<file path="config.mk">
export PLATFORM = sky130hd
export DESIGN_NAME = fifo_rd_packer
export DESIGN_NICKNAME = d
export VERILOG_FILES = /design/src/rtl/fifo_rd_packer.sv
export SDC_FILE = /design/constraint.sdc
export NUM_CORES = 1
export LEC_CHECK = 0
export ABC_CLOCK_PERIOD_IN_PS = 2300
export CAP_MARGIN = 30
export CORE_MARGIN = 3
export CORE_UTILIZATION = 40
export CTS_BUF_LIST = sky130_fd_sc_hd__clkbuf_4
export CTS_CLUSTER_DIAMETER = 200
export DETAILED_ROUTE_END_ITERATION = 8
export PLACE_DENSITY = 0.67
export SLEW_MARGIN = 20
export SYNTH_ARGS = -nofsm -noshare
export SYNTH_HDL_FRONTEND = slang
export SYNTH_SLANG_ARGS = --single-unit
</file>
<file path="constraint.sdc">
create_clock -name clk -period 2.3 [get_ports clk]
set_input_delay 0.345 -clock clk [delete_from_list [all_inputs] [get_ports clk]]
set_output_delay 0.345 -clock clk [all_outputs]
set_load 0.03 [all_outputs]
</file>
<file path="src/rtl/fifo_rd_packer.sv">
// fifo_rd_packer: reads bytes from an upstream FIFO and packs them into LANES-wide words.
//   Optional feature macro: FIFO_RD_PACKER_PARITY_EN adds out_par (per-lane XOR parity).
//   Ports:
//     clk         rising-edge clock
//     rst         asynchronous active-low reset
//     fifo_empty  upstream FIFO empty flag
//     fifo_data   upstream read data, valid one cycle after fifo_rd
//     fifo_rd     read strobe to the upstream FIFO (combinational)
//     flush       single-cycle pulse: emit the partial word
//     out_data    packed word, first byte read in bits [DW-1:0]
//     out_bytes   number of valid lanes in out_data
//     out_valid   out_data/out_bytes valid
//     out_ready   downstream accepts when high with out_valid
//     out_par     (parity build only) bit i = XOR of lane i of out_data
module fifo_rd_packer #(
    parameter int DW    = 8,
    parameter int LANES = 4
) (
    input  logic                clk,
    input  logic                rst,
    input  logic                fifo_empty,
    input  logic [DW-1:0]       fifo_data,
    output logic                fifo_rd,
    input  logic                flush,
    output logic [DW*LANES-1:0] out_data,
    output logic [3:0]          out_bytes,
    output logic                out_valid,
    input  logic                out_ready
`ifdef FIFO_RD_PACKER_PARITY_EN
    ,output logic [LANES-1:0]   out_par
`endif
);
    localparam int         IW = (LANES > 1) ? $clog2(LANES) : 1;
    localparam logic [3:0] LN = 4'(LANES);

    typedef enum logic {FILL, OUT} state_t;

    state_t                      state;
    logic [3:0]                  req_cnt;
    logic [3:0]                  cap_cnt;
    logic                        rd_q;
    logic                        flush_pend;
    logic [LANES-1:0][DW-1:0]    lanes;
    logic                        last;

    // Reads are strictly one-cycle latency, so req_cnt == cap_cnt + rd_q always holds.
    assign fifo_rd   = (state == FILL) && !fifo_empty && (req_cnt < LN) && !flush_pend && rst;
    assign last      = rd_q && (cap_cnt == LN - 4'd1);
    assign out_data  = lanes;
    assign out_valid = (state == OUT);

    always_ff @(posedge clk or negedge rst) begin
        if (!rst) begin
            state      <= FILL;
            req_cnt    <= '0;
            cap_cnt    <= '0;
            rd_q       <= 1'b0;
            flush_pend <= 1'b0;
            lanes      <= '0;
            out_bytes  <= '0;
        end else begin
            rd_q <= fifo_rd;
            if (fifo_rd)
                req_cnt <= req_cnt + 4'd1;
            if (rd_q) begin
                lanes[cap_cnt[IW-1:0]] <= fifo_data;
                cap_cnt                <= cap_cnt + 4'd1;
            end
            if (state == FILL) begin
                // A completing word wins over any flush arriving with its last byte.
                if (last) begin
                    state     <= OUT;
                    out_bytes <= LN;
                end else if (flush_pend && !rd_q) begin
                    state     <= OUT;
                    out_bytes <= cap_cnt;
                end else if (flush && (rd_q || (cap_cnt != 4'd0 && fifo_rd))) begin
                    // A read is in flight (or being issued): wait for its byte first.
                    flush_pend <= 1'b1;
                end else if (flush && cap_cnt != 4'd0) begin
                    state     <= OUT;
                    out_bytes <= cap_cnt;
                end
            end else if (out_ready) begin
                state      <= FILL;
                req_cnt    <= '0;
                cap_cnt    <= '0;
                flush_pend <= 1'b0;
                lanes      <= '0;
                out_bytes  <= '0;
            end
        end
    end

`ifdef FIFO_RD_PACKER_PARITY_EN
    genvar i;
    for (i = 0; i < LANES; i++) begin : g_par
        assign out_par[i] = ^lanes[i];
    end
`endif
endmodule
</file>
==> qor.txt <==
POWER
---------------------------------------------------------------------------
Proportion of power drawn by flip-flops and latches                   39.6%
Clock network power share                                             16.6%
Leakage                                                            1.127 nW
Switching Fraction                                                   40.41%
Portion of total power attributed to combinational logic              43.8%
Internal power component                                           1.749 mW
Worst IR drop on VDD                                              0.4156 mV
Cell Pwr Density                                                1103 nW/um2
Net switching power figure                                         1.186 mW

ROUTE
---------------------------------------------------------------------------
Initial drt markers                                                     118
Final ANT Viol Nets                                                       0
Via/cell ratio                                                        5.086
Total detailed-routing wirelength                                  4.828 mm
Post-route DRC violation count                                            0
Post-DR wirelength/cell                                            14.86 um
Initial DRT Pass Iterations                                               4
Total via count in the routed design                                   1653

RUN STATUS
---------------------------------------------------------------------------
Run status                                                     finished clean

DIE
---------------------------------------------------------------------------
Die span in y                                                      77.10 um
Area of the die                                                    5944 um2
Floorplan die width                                                77.10 um
Placement Rows                                                           25
Core ar.                                                           4817 um2
Initial Utilization                                                  41.97%
Number of I/O pins                                                       51

GRT
---------------------------------------------------------------------------
Global-route wire length before repair                             8.073 mm
Initial antenna violation count                                           0
GRT Overall Usage                                                    17.20%
Aggregate global routing overflow                                         0
Number of global-route vias before repair                              1681
Maximum number of pins on one net before global-route repair             48

SYNTH
---------------------------------------------------------------------------
Ranking of synthesized cells by area                           sky130_fd_sc_hd__dfrtp_1 (58%), sky130_fd_sc_hd__a21oi_1 (8.7%), sky130_fd_sc_hd__nand2_1 (8.4%)
Top cell types by occurrence after synthesis                   sky130_fd_sc_hd__dfrtp_1 (47), sky130_fd_sc_hd__nand2_1 (45), sky130_fd_sc_hd__a21oi_1 (35)
EDFF count, synth                                                         0
Number of standard cells after synthesis                                208
Seq/Total Area, Yosys                                                58.17%
Synthesized Nets                                                        226
Async set-or-reset flop fraction in the synthesized netlist          100.0%
Library cell with the largest summed area after synthesis      sky130_fd_sc_hd__dfrtp_1
Post-synth design cell area                                        2022 um2
Synthesized area per cell                                         9.721 um2
Leading cell type by number of instances after synthesis       sky130_fd_sc_hd__dfrtp_1
Number of warnings printed during yosys synthesis                         0
Unique cell type count in the Yosys netlist                              28
Most common flop cell mapped by yosys                          sky130_fd_sc_hd__dfrtp_1
Top-area cell type share of the netlist area                         58.17%
Synth Register Bits                                                      47

WORST SETUP PATH
---------------------------------------------------------------------------
Startpoint Class                                                       flop
Crit end category                                                output pin
Startpoint-to-endpoint class of the critical path              flop to output pin
Worst-path fanout max                                                     7
Reg2reg path depth                                                        5
Data arrival, critical path                                         1.76 ns
Data required time at the worst endpoint                            1.96 ns

CTS
---------------------------------------------------------------------------
Clock buffer count from CTS                                               5
Total of hold buffers inserted after clock tree synthesis                 0
Sinks on Clock Net                                                       47
Number of buffers on the longest clock path                               2
Clock root buffer master                                       sky130_fd_sc_hd__clkbuf_4
Maximum level of the CTS H-tree                                           2
Worst skew pair latency                                             0.37 ns
Cells resized by post-CTS repair                                          0
CTS clk-pin slew, worst paths                                       0.13 ns
Post-CTS Setup Inserts                                                    0
Clock tree from TritonCTS                                              done

HOLD PATH
---------------------------------------------------------------------------
Tightest Hold Check Type                                       input port to async pin

FINISH
---------------------------------------------------------------------------
Number of fill cells in the layout                                      479
Area growth from synthesis to layout                                 31.68%
Multi-input gate area in the final layout                         780.7 um2
Design Area, Final                                                 2663 um2
Share of post-route cells with drive strength above 1                7.364%
ANT cells                                                                 0
Final net count                                                         275
Sequential cell area in the final layout                           1176 um2

PLACEMENT
---------------------------------------------------------------------------
Placed Instance Area                                               2586 um2
Detailed Place HPWL                                                3.210 mm
Final GP Congestion                                                  0.7838
Port Buffers                                                             50

TIMING
---------------------------------------------------------------------------
Number of failing setup endpoints in the final timing report              0
Final slew viol count                                                     0
Normalized max-slew margin                                           61.05%
Total Negative Setup Slacks                                            0 ns
Final period util                                                    91.48%
Setup skew after layout                                          0.01086 ns
Upper clock frequency limit                                       475.3 MHz
Final critical delay including setup and external delays           2.104 ns
Transition time at the pin with the least slew margin             0.5842 ns
Setup repair after global routing missed its margin                   false
Number of hold violations in the final report                             0

FLOW RUN
---------------------------------------------------------------------------
Count of maximum capacitance violations                                   0

## layout make-up
type,count,area share [%]
Multi-Input combinational cell,144,29.32
Sequential cell,47,44.17
Clock buffer,5,1.410
Inverter,4,0.5639
Timing Repair Buffer,55,19.92
Clock inverter,3,1.457
Tap cell,67,3.149
## per-stage QoR
step | utilization [%] | power [mW] | hold WS [ns] | instances | worst slack (ns)
after floorplan | - | 1.951 | 0.04941 | 208 | 0.1752
after global placement | 53.69 | 2.452 | 0.4885 | 317 | 0.2558
after detailed placement | 53.69 | 2.472 | 0.4952 | 317 | 0.2376
after CTS | 55.27 | 2.960 | 0.1250 | 325 | 0.1874
after global routing | 55.27 | 3.126 | 0.1312 | 325 | 0.1058
final | 55.27 | 2.936 | 0.1015 | 325 | 0.1960
## kinds of logic (layout without fill, tap and decap cells)
| group | after synthesis | count (layout) | share of synthesized area [%] |
|---|---|---|---|
| XOR/XNOR | 4 | 4 | 1.733 |
| buffers and inverters | 17 | 67 | 3.217 |
| multiplexers | 2 | 2 | 0.9901 |
| AO/OA/AOI/OAI | 46 | 46 | 13.43 |
| adder cells (fa/ha/maj) | 5 | 5 | 3.094 |
| AND/OR/NAND/NOR | 87 | 87 | 19.37 |
| flip-flops | 47 | 47 | 58.17 |
## worst max-delay path, cell delays in order (launching register included)
cell and delay (ns):
sky130_fd_sc_hd__dfrtp_1 0.48, sky130_fd_sc_hd__or4_4 0.58, sky130_fd_sc_hd__nor2_1 0.15, sky130_fd_sc_hd__buf_4 0.18
## worst paths after layout
path,startpoint,endpoint,slack (ns)
worst min register to register,out_bytes[3]$_DFFE_PN0P_,out_bytes[3]$_DFFE_PN0P_,0.53
worst max-delay path,out_valid$_DFF_PN0_,fifo_rd,0.20
worst min-delay path,rst,out_data[15]$_DFF_PN0_,0.10
worst max register to register,cap_cnt[0]$_DFF_PN0_,out_bytes[2]$_DFFE_PN0P_,0.32
max in group asynchronous,rst,out_bytes[0]$_DFFE_PN0P_,1.80
min in group clk,rst,rd_q$_DFF_PN0_,0.50
## cell usage in the layout, fill, tap and decap left out
| master | synthesis | final |
|---|---|---|
| sky130_fd_sc_hd__o31ai_1 | 1 | 1 |
| sky130_fd_sc_hd__a31oi_1 | 3 | 3 |
| sky130_fd_sc_hd__clkdlybuf4s50_1 | 0 | 48 |
| sky130_fd_sc_hd__o21bai_1 | 1 | 1 |
| sky130_fd_sc_hd__inv_1 | 4 | 4 |
| sky130_fd_sc_hd__nand2b_1 | 1 | 1 |
| sky130_fd_sc_hd__dfrtp_1 | 47 | 47 |
| sky130_fd_sc_hd__bufinv_16 | 0 | 1 |
| sky130_fd_sc_hd__nand4_1 | 1 | 1 |
| sky130_fd_sc_hd__clkbuf_4 | 0 | 5 |
| sky130_fd_sc_hd__mux2i_1 | 2 | 2 |
| sky130_fd_sc_hd__clkinv_2 | 0 | 1 |
| sky130_fd_sc_hd__or4_4 | 1 | 1 |
| sky130_fd_sc_hd__a21oi_1 | 35 | 35 |
| sky130_fd_sc_hd__nor2b_1 | 1 | 1 |
| sky130_fd_sc_hd__a32o_1 | 3 | 3 |
| sky130_fd_sc_hd__or3b_2 | 1 | 1 |
| sky130_fd_sc_hd__nor3b_1 | 1 | 1 |
| sky130_fd_sc_hd__clkinv_1 | 0 | 1 |
| sky130_fd_sc_hd__xnor2_1 | 3 | 3 |
| sky130_fd_sc_hd__nand2_2 | 1 | 1 |
| sky130_fd_sc_hd__o2111ai_2 | 1 | 1 |
| sky130_fd_sc_hd__nand3_1 | 24 | 24 |
| sky130_fd_sc_hd__nor2_1 | 8 | 8 |
| sky130_fd_sc_hd__buf_4 | 0 | 6 |
| sky130_fd_sc_hd__and2_2 | 1 | 1 |
| sky130_fd_sc_hd__a22o_1 | 2 | 2 |
| sky130_fd_sc_hd__buf_2 | 1 | 1 |
| sky130_fd_sc_hd__nand2_1 | 45 | 45 |
| sky130_fd_sc_hd__xor2_1 | 1 | 1 |
| sky130_fd_sc_hd__and2_1 | 1 | 1 |
| sky130_fd_sc_hd__or3_1 | 1 | 1 |
| sky130_fd_sc_hd__ha_1 | 5 | 5 |
## state kept, by name (all words and copies together), names as in the netlist
signal and count:
req_cnt 4, flush_pend 1, out_valid 1, out_data 32, out_bytes 4, rd_q 1, cap_cnt 4
## power by group through the flow
stage / Combinational (mW) / Sequential (mW) / Clock, mW
3_5_place_dp: 1.29 / 1.18 / 0
5_1_grt: 1.39 / 1.19 / 0.543
3_3_place_gp: 1.28 / 1.17 / 0
2_1_floorplan: 0.500 / 1.45 / 0
4_1_cts: 1.30 / 1.17 / 0.496
6_report: 1.29 / 1.16 / 0.486
## layer usage
layer | vias to the layer above | track usage [%] | wire length [um]
li1 | 804 | - | -
met5 | - | 0 | 0
met4 | 0 | 5.872 | 85
met2 | 36 | 28.40 | 2400
met1 | 804 | 22.40 | 2169
met3 | 9 | 3.756 | 173
(Power assumes the default switching activity.)
